<file path="src/rtl/uart_tx_frame.sv">
// uart_tx_frame
//   Serialises one byte as an 8N1 (or 8E1) UART frame each time a rising edge
//   is seen on an asynchronous request level.
//
// Parameters
//   CLKS_PER_BIT : clock cycles per UART bit (2..65535)
//   PARITY_EN    : 1 inserts an even-parity bit between data and stop
//
// Ports
//   clk        : system clock, all state on its rising edge
//   reset      : synchronous active-high reset
//   tx_data    : byte to send, captured when a request is accepted
//   uart_tx_en : asynchronous request level; a rising edge requests a frame
//   uartbusy   : high for the whole frame (registered)
//   uart_txd   : serial line, idle high (registered)
//   tx_done    : one-cycle pulse in the first cycle uartbusy is low again
module uart_tx_frame #(
  parameter int CLKS_PER_BIT = 104,
  parameter int PARITY_EN    = 0
) (
  input  logic       clk,
  input  logic       reset,
  input  logic [7:0] tx_data,
  input  logic       uart_tx_en,
  output logic       uartbusy,
  output logic       uart_txd,
  output logic       tx_done
);

  localparam int BAUD_W = (CLKS_PER_BIT > 1) ? $clog2(CLKS_PER_BIT) : 1;
  localparam logic [BAUD_W-1:0] BAUD_LAST = BAUD_W'(CLKS_PER_BIT - 1);

  typedef enum logic [2:0] {
    IDLE,
    START,
    DATA,
    PARITY,
    STOP
  } state_e;

  state_e              state_q, state_d;
  logic [BAUD_W-1:0]   baud_q, baud_d;
  logic [2:0]          bit_idx_q, bit_idx_d;
  logic [7:0]          shift_q, shift_d;
  logic                parity_q, parity_d;
  logic                txd_q, txd_d;
  logic                busy_q, busy_d;
  logic                done_q, done_d;

  logic                sync1_q, sync2_q, hist_q;
  logic                en_rise;
  logic                bit_end;

  // Two synchroniser stages plus a history flop. The history flop tracks the
  // synchronised level in every state, so a request held high while busy is
  // simply absorbed and never turns into a later frame.
  always_ff @(posedge clk) begin
    if (reset) begin
      sync1_q <= 1'b0;
      sync2_q <= 1'b0;
      hist_q  <= 1'b0;
    end else begin
      sync1_q <= uart_tx_en;
      sync2_q <= sync1_q;
      hist_q  <= sync2_q;
    end
  end

  assign en_rise = sync2_q & ~hist_q;
  assign bit_end = (baud_q == BAUD_LAST);

  always_ff @(posedge clk) begin
    if (reset) begin
      state_q   <= IDLE;
      baud_q    <= '0;
      bit_idx_q <= '0;
      shift_q   <= '0;
      parity_q  <= 1'b0;
      txd_q     <= 1'b1;
      busy_q    <= 1'b0;
      done_q    <= 1'b0;
    end else begin
      state_q   <= state_d;
      baud_q    <= baud_d;
      bit_idx_q <= bit_idx_d;
      shift_q   <= shift_d;
      parity_q  <= parity_d;
      txd_q     <= txd_d;
      busy_q    <= busy_d;
      done_q    <= done_d;
    end
  end

  always_comb begin
    state_d   = state_q;
    baud_d    = baud_q;
    bit_idx_d = bit_idx_q;
    shift_d   = shift_q;
    parity_d  = parity_q;
    done_d    = 1'b0;
    txd_d     = 1'b1;

    // Baud counter free-runs through every non-idle state and wraps on each
    // bit boundary; IDLE pins it to zero so a new frame starts aligned.
    if (state_q == IDLE) begin
      baud_d = '0;
    end else if (bit_end) begin
      baud_d = '0;
    end else begin
      baud_d = baud_q + BAUD_W'(1);
    end

    case (state_q)
      IDLE: begin
        // Only IDLE consumes a request; edges seen anywhere else are dropped.
        if (en_rise) begin
          shift_d   = tx_data;
          parity_d  = ^tx_data;
          bit_idx_d = '0;
          state_d   = START;
        end
      end
      START: begin
        if (bit_end) begin
          state_d = DATA;
        end
      end
      DATA: begin
        if (bit_end) begin
          shift_d   = {1'b0, shift_q[7:1]};
          bit_idx_d = bit_idx_q + 3'd1;
          if (bit_idx_q == 3'd7) begin
            state_d = (PARITY_EN != 0) ? PARITY : STOP;
          end
        end
      end
      PARITY: begin
        if (bit_end) begin
          state_d = STOP;
        end
      end
      STOP: begin
        if (bit_end) begin
          state_d = IDLE;
          done_d  = 1'b1;
        end
      end
      default: begin
        state_d = IDLE;
      end
    endcase

    // Line and busy are registered from the next state so they change on the
    // same edge as the state itself.
    case (state_d)
      START:   txd_d = 1'b0;
      DATA:    txd_d = shift_d[0];
      PARITY:  txd_d = parity_d;
      default: txd_d = 1'b1;
    endcase
    busy_d = (state_d != IDLE);
  end

  assign uart_txd = txd_q;
  assign uartbusy = busy_q;
  assign tx_done  = done_q;

endmodule

</file>
<file path="config.mk">
export PLATFORM = sky130hd
export DESIGN_NAME = uart_tx_frame
export DESIGN_NICKNAME = d
export VERILOG_FILES = /design/src/rtl/uart_tx_frame.sv
export SDC_FILE = /design/constraint.sdc
export NUM_CORES = 1
export LEC_CHECK = 0
export CAP_MARGIN = 20
export CORE_MARGIN = 3
export CORE_UTILIZATION = 35
export CTS_CLUSTER_DIAMETER = 80
export DETAILED_ROUTE_END_ITERATION = 8
export PLACE_DENSITY_LB_ADDON = 0.05
export SYNTH_ARGS = -nofsm -noshare
export SYNTH_HDL_FRONTEND = slang
export SYNTH_SLANG_ARGS = --single-unit
export TNS_END_PERCENT = 30
</file>
<file path="constraint.sdc">
create_clock -name clk -period 2.1 [get_ports clk]
set_input_delay 0.42 -clock clk [delete_from_list [all_inputs] [get_ports clk]]
set_output_delay 0.42 -clock clk [all_outputs]
set_load 0.1 [all_outputs]
</file>
Word-level counts from Yosys, hierarchy flattened --
Index checks and enable logic that the tools add are counted.
Operators by class: add/subtract/negate cells 2, equal/unequal tests 11, multiplexer cells 17, bitwise operators 3, reduce and logical (&&, ||, !) cells 7
Operator list (number):
- $mux 3 | 8
- $mux 8 | 2
- $pmux 8 s2 | 1
- $pmux 3 s5 | 1
- $eq 3x2->1 const B | 4
- $reduce_xor 8->1 | 1
- $add 7x1->7 const B | 1
- $eq 7x7->1 const B | 1
- $eq 3x1->1 const B | 2
- $eq 3x3->1 const B | 2
- $pmux 3 s2 | 1
- $ne 2x2->1 const B | 2
- $add 3x1->3 const B | 1
- $logic_not 3->1 | 1
- $mux 1 | 3
- $pmux 1 s3 | 1
- $reduce_and 3->1 | 1
- $reduce_bool 3->1 | 1
- $reduce_or 3->1 | 1
- $not 1->1 | 2
- $reduce_bool 2->1 | 1
- $reduce_or 2->1 | 1
- $and 1x1->1 | 1
Storage, ports and cells: bits in registers 28, bits of input ports 11, output and inout port bits 3

Logic depth before layout (Yosys ltp) --
depth after elaboration 6, gate-level depth with buffers 7

Worst setup path after synthesis --
Ideal clock, no wire load.
path kind register to register, from register baud_q[0], to register txd_q, in the netlist uart_txd, setup time 0.079 ns, arrival time 1.640 ns, data required time 2.021 ns, path slack 0.381 ns, stages on the path, launching flop included 8, cell sequence dfxtp_1 ha_1 nand3_2 or3_1 buf_6 mux2_4 nor2b_1 o221ai_2
On the way: cells in the longest elaborated chain, start to end 5, elaborated cells between the ends (all ways) 12
RTL lines:
- start: declaration | line 42 | logic [BAUD_W-1:0] baud_q, baud_d;
- start signal: assignment | line 84 | baud_q <= baud_d;
- $eq 7x7->1 * | line 70 | assign bit_end = (baud_q == BAUD_LAST);
- $mux 3 (on tied branches)
- $pmux 3 s5 | line 113 | case (state_q)
- $eq 3x2->1 / $eq 3x1->1 (equally long branches) | line 155 | case (state_d)
- $pmux 1 s3 * | line 155
- end signal: assignment | line 88 | txd_q <= txd_d;
- end: declaration | line 46 | logic txd_q, txd_d;
Every way passes the cells marked *; elsewhere a longest branch is shown, timed or not. The select of a mux whose other input is x is not followed. A chain may end at the register's enable or synchronous reset.

Final worst setup path --
Ends and elaborated chain as after synthesis.

==> metrics <==
worst setup path startpoint baud_q[0]$_SDFF_PP0_; mux contribution to synthesized area 2.80%; Netlist cell types 35; vias in the first global route 922; DRT antenna net count 0; post-synthesis xor/xnor area fraction 7.69%; synth cell count leaders dfxtp_1 (28), nor2_1 (13), a21oi_1 (10), nand2_1 (10); GP Congestion 0.771; H-tree levels 1; Max-Cap Viols 0; Comb pwr share 11.7%; Crit. End Element register; Pre-Repair DR Iteration Count 4; worst hold margin 0.450 ns; Final min period 1.90 ns; clk slew on worst S/H paths 0.15 ns; Fin. Hold Viols 0; pwr dens 617 mW/mm²; Clock Skew 0.00573 ns; Synth Warn # 0; total wire length 2330 µm; Synth Area in Compound Gates 15.2%; IO buf count 13; number of top-level pins 14; Cell Rows 21; switch share 23.1%; R2R depth 6; prevailing post-synth register cell dfxtp_1; Clock Tree Buf Depth 2; Post-CTS Resized 0; Simple-Gate Fraction of Synth Area 21.9%; Area contributors post-synth dfxtp_1 (45%), xnor2_1 (5.6%), a22oi_1 (4.8%); slew margin rel. 73.9%; share of cells above drive strength 1 16.2%; Critical Path RT 2.36 ns; status finished, final reports clean; crit path launch type register; total CTS buffers 3; Post-layout nets 163; Tcrit/Tclk final 90.4%; leakage 0.515 nW; r2r endpoint uart_txd$_SDFF_PP1_; drt drc 0; core area 0.00339 mm²; chip width 65.8 µm; WL/cell 12.0 µm; worst-margin pin slew 0.390 ns; Setup Crit Path Kind reg2reg; antenna diode instance count 0; Die Y 65.8 µm; asr flop ratio synth 0%; initial antenna violation count 0; Psw 0.000211 W; Mapped Area 0.00125 mm²; largest net degree at the start of global routing 22; total track usage 12.2%; Worst Path Arrival 2.16 ns; worst hold path type reg2reg; largest family of logic cells by synthesized area simple AND/OR/NAND/NOR gates; number of synthesized flops with an enable pin 0; FILL cells 359; reg-to-reg startpoint baud_q[0]$_SDFF_PP0_; Int Power 0.000701 W; total negative setup slack 0 ns; mean post-synth cell area 9.49 µm²; Syn Nets 146; Root Driver clkbuf_4; Max Fclk 526 MHz; post-synth top area share 44.8%; Syn-to-layout area delta 18.0%; Setup violations, final 0; FF+latch area 561 µm²; reg-to-reg slack, setup 0.20 ns; Seq pwr share 60.3%; hold_buf cts 0; area of the multi-input gates 633 µm²; post-synth top area cell dfxtp_1; clock network power share 27.9%; TritonCTS clock tree done; Peak VDD IR 0.000215 V; Starting Density 37.0%; setup bufs post-CTS 0; post-synthesis sequential area ratio 44.8%; GRT overflow 0; routed via count 935; clk sinks 28; unrepaired setup endpoints after global routing false; Post-DP HPWL 1770 µm; total die area 0.00433 mm²; adder-cell share of the synthesized area 3.00%; flops & latches, synth 28; Critical Path End uart_txd$_SDFF_PP1_; most frequent cell after synthesis dfxtp_1; Post-Synthesis Cells 132; critical path fanouts, max 6; worst skew pair latency 0.32 ns; Detailed Route Iter0 Violations 26; vias per cell 4.82; pins over their slew limit 0; first-pass GRT wire length 4110 µm
layout make-up:
cell class / count / share of cell area, %
multi-input combinational: 92 / 42.8
sequential: 28 / 37.9
timing repair buffer: 20 / 11.9
tap: 46 / 3.89
clock buffer: 4 / 2.46
inverter: 4 / 1.02
worst max-delay path: stages (launching register included):
cell and delay, ns:
dfxtp_1 0.37, ha_1 0.23, nand3_2 0.16, or3_1 0.50, a31oi_1 0.32, inv_1 0.09
o221ai_2 0.18
through the flow:
stage	power [W]	worst slack, ns	util (%)	std cells	cell area [µm²]
after floorplan	0.000629	0.381	-	132	1250
after global placement	0.000669	0.262	42.5	190	1440
after detailed placement	0.000670	0.229	42.5	190	1440
after CTS	0.000941	0.201	43.6	194	1480
after global routing	0.000970	0.0448	43.6	194	1480
final	0.000912	0.201	43.6	194	1480
logic make-up (layout without fill, tap and decap cells):
| kind of cell | count (synthesis) | count (layout) |
|---|---|---|
| AND/OR/NAND/NOR | 47 | 47 |
| buffers and inverters | 12 | 28 |
| AO/OA/AOI/OAI | 28 | 28 |
| flip-flops | 28 | 28 |
| multiplexers | 3 | 3 |
| XOR/XNOR | 11 | 11 |
| adder cells (fa/ha/maj) | 3 | 3 |
power by group through the flow:
stage / registers (W) / clock network (W) / logic [W]
after CTS: 0.000551 / 0.000282 / 0.000109
after global routing: 0.000552 / 0.000299 / 0.000119
final: 0.000550 / 0.000255 / 0.000107
after global placement: 0.000562 / 0 / 0.000108
after floorplan: 0.000576 / 0 / 0.0000533
after detailed placement: 0.000562 / 0 / 0.000108
worst min-delay path by stage:
stage / from / to / slack [ns] / cells after the start
after CTS: baud_q[0]$_SDFF_PP0_ / baud_q[0]$_SDFF_PP0_ / 0.45 / 1
after global placement: sync1_q$_SDFF_PP0_ / sync2_q$_SDFF_PP0_ / 0.42 / 1
after global routing: sync1_q$_SDFF_PP0_ / sync2_q$_SDFF_PP0_ / 0.48 / 1
after floorplan: baud_q[0]$_SDFF_PP0_ / baud_q[0]$_SDFF_PP0_ / 0.41 / 1
final: baud_q[0]$_SDFF_PP0_ / baud_q[0]$_SDFF_PP0_ / 0.45 / 1
after detailed placement: sync1_q$_SDFF_PP0_ / sync2_q$_SDFF_PP0_ / 0.43 / 1
layout by cell type (no fill, tap or decap), drive strengths merged, types with 4 or more instances in the layout:
| cell type | n |
|---|---|
| a21oi | 10 |
| a22oi | 8 |
| buf | 10 |
| clkbuf | 4 |
| clkdlybuf4s50 | 10 |
| dfxtp | 28 |
| inv | 4 |
| nand2 | 10 |
| nor2 | 13 |
| nor2b | 5 |
| xnor2 | 8 |
sequential cells by signal, summed over array words and instances (netlist names):
signal     flops
shift_q        8
baud_q         7
bit_idx_q      3
state_q        3
hist_q         1
parity_q       1
sync1_q        1
sync2_q        1
tx_done        1
uart_txd       1
uartbusy       1
metal layers:
metal | GRT usage (%) | wire length [µm] | up-vias
li1 | - | - | 488
met1 | 17.1 | 1260 | 432
met2 | 17.5 | 967 | 13
met3 | 2.38 | 81 | 2
met4 | 6.22 | 21 | 0
met5 | 0 | 0 | -
(Power assumes the default switching activity.)
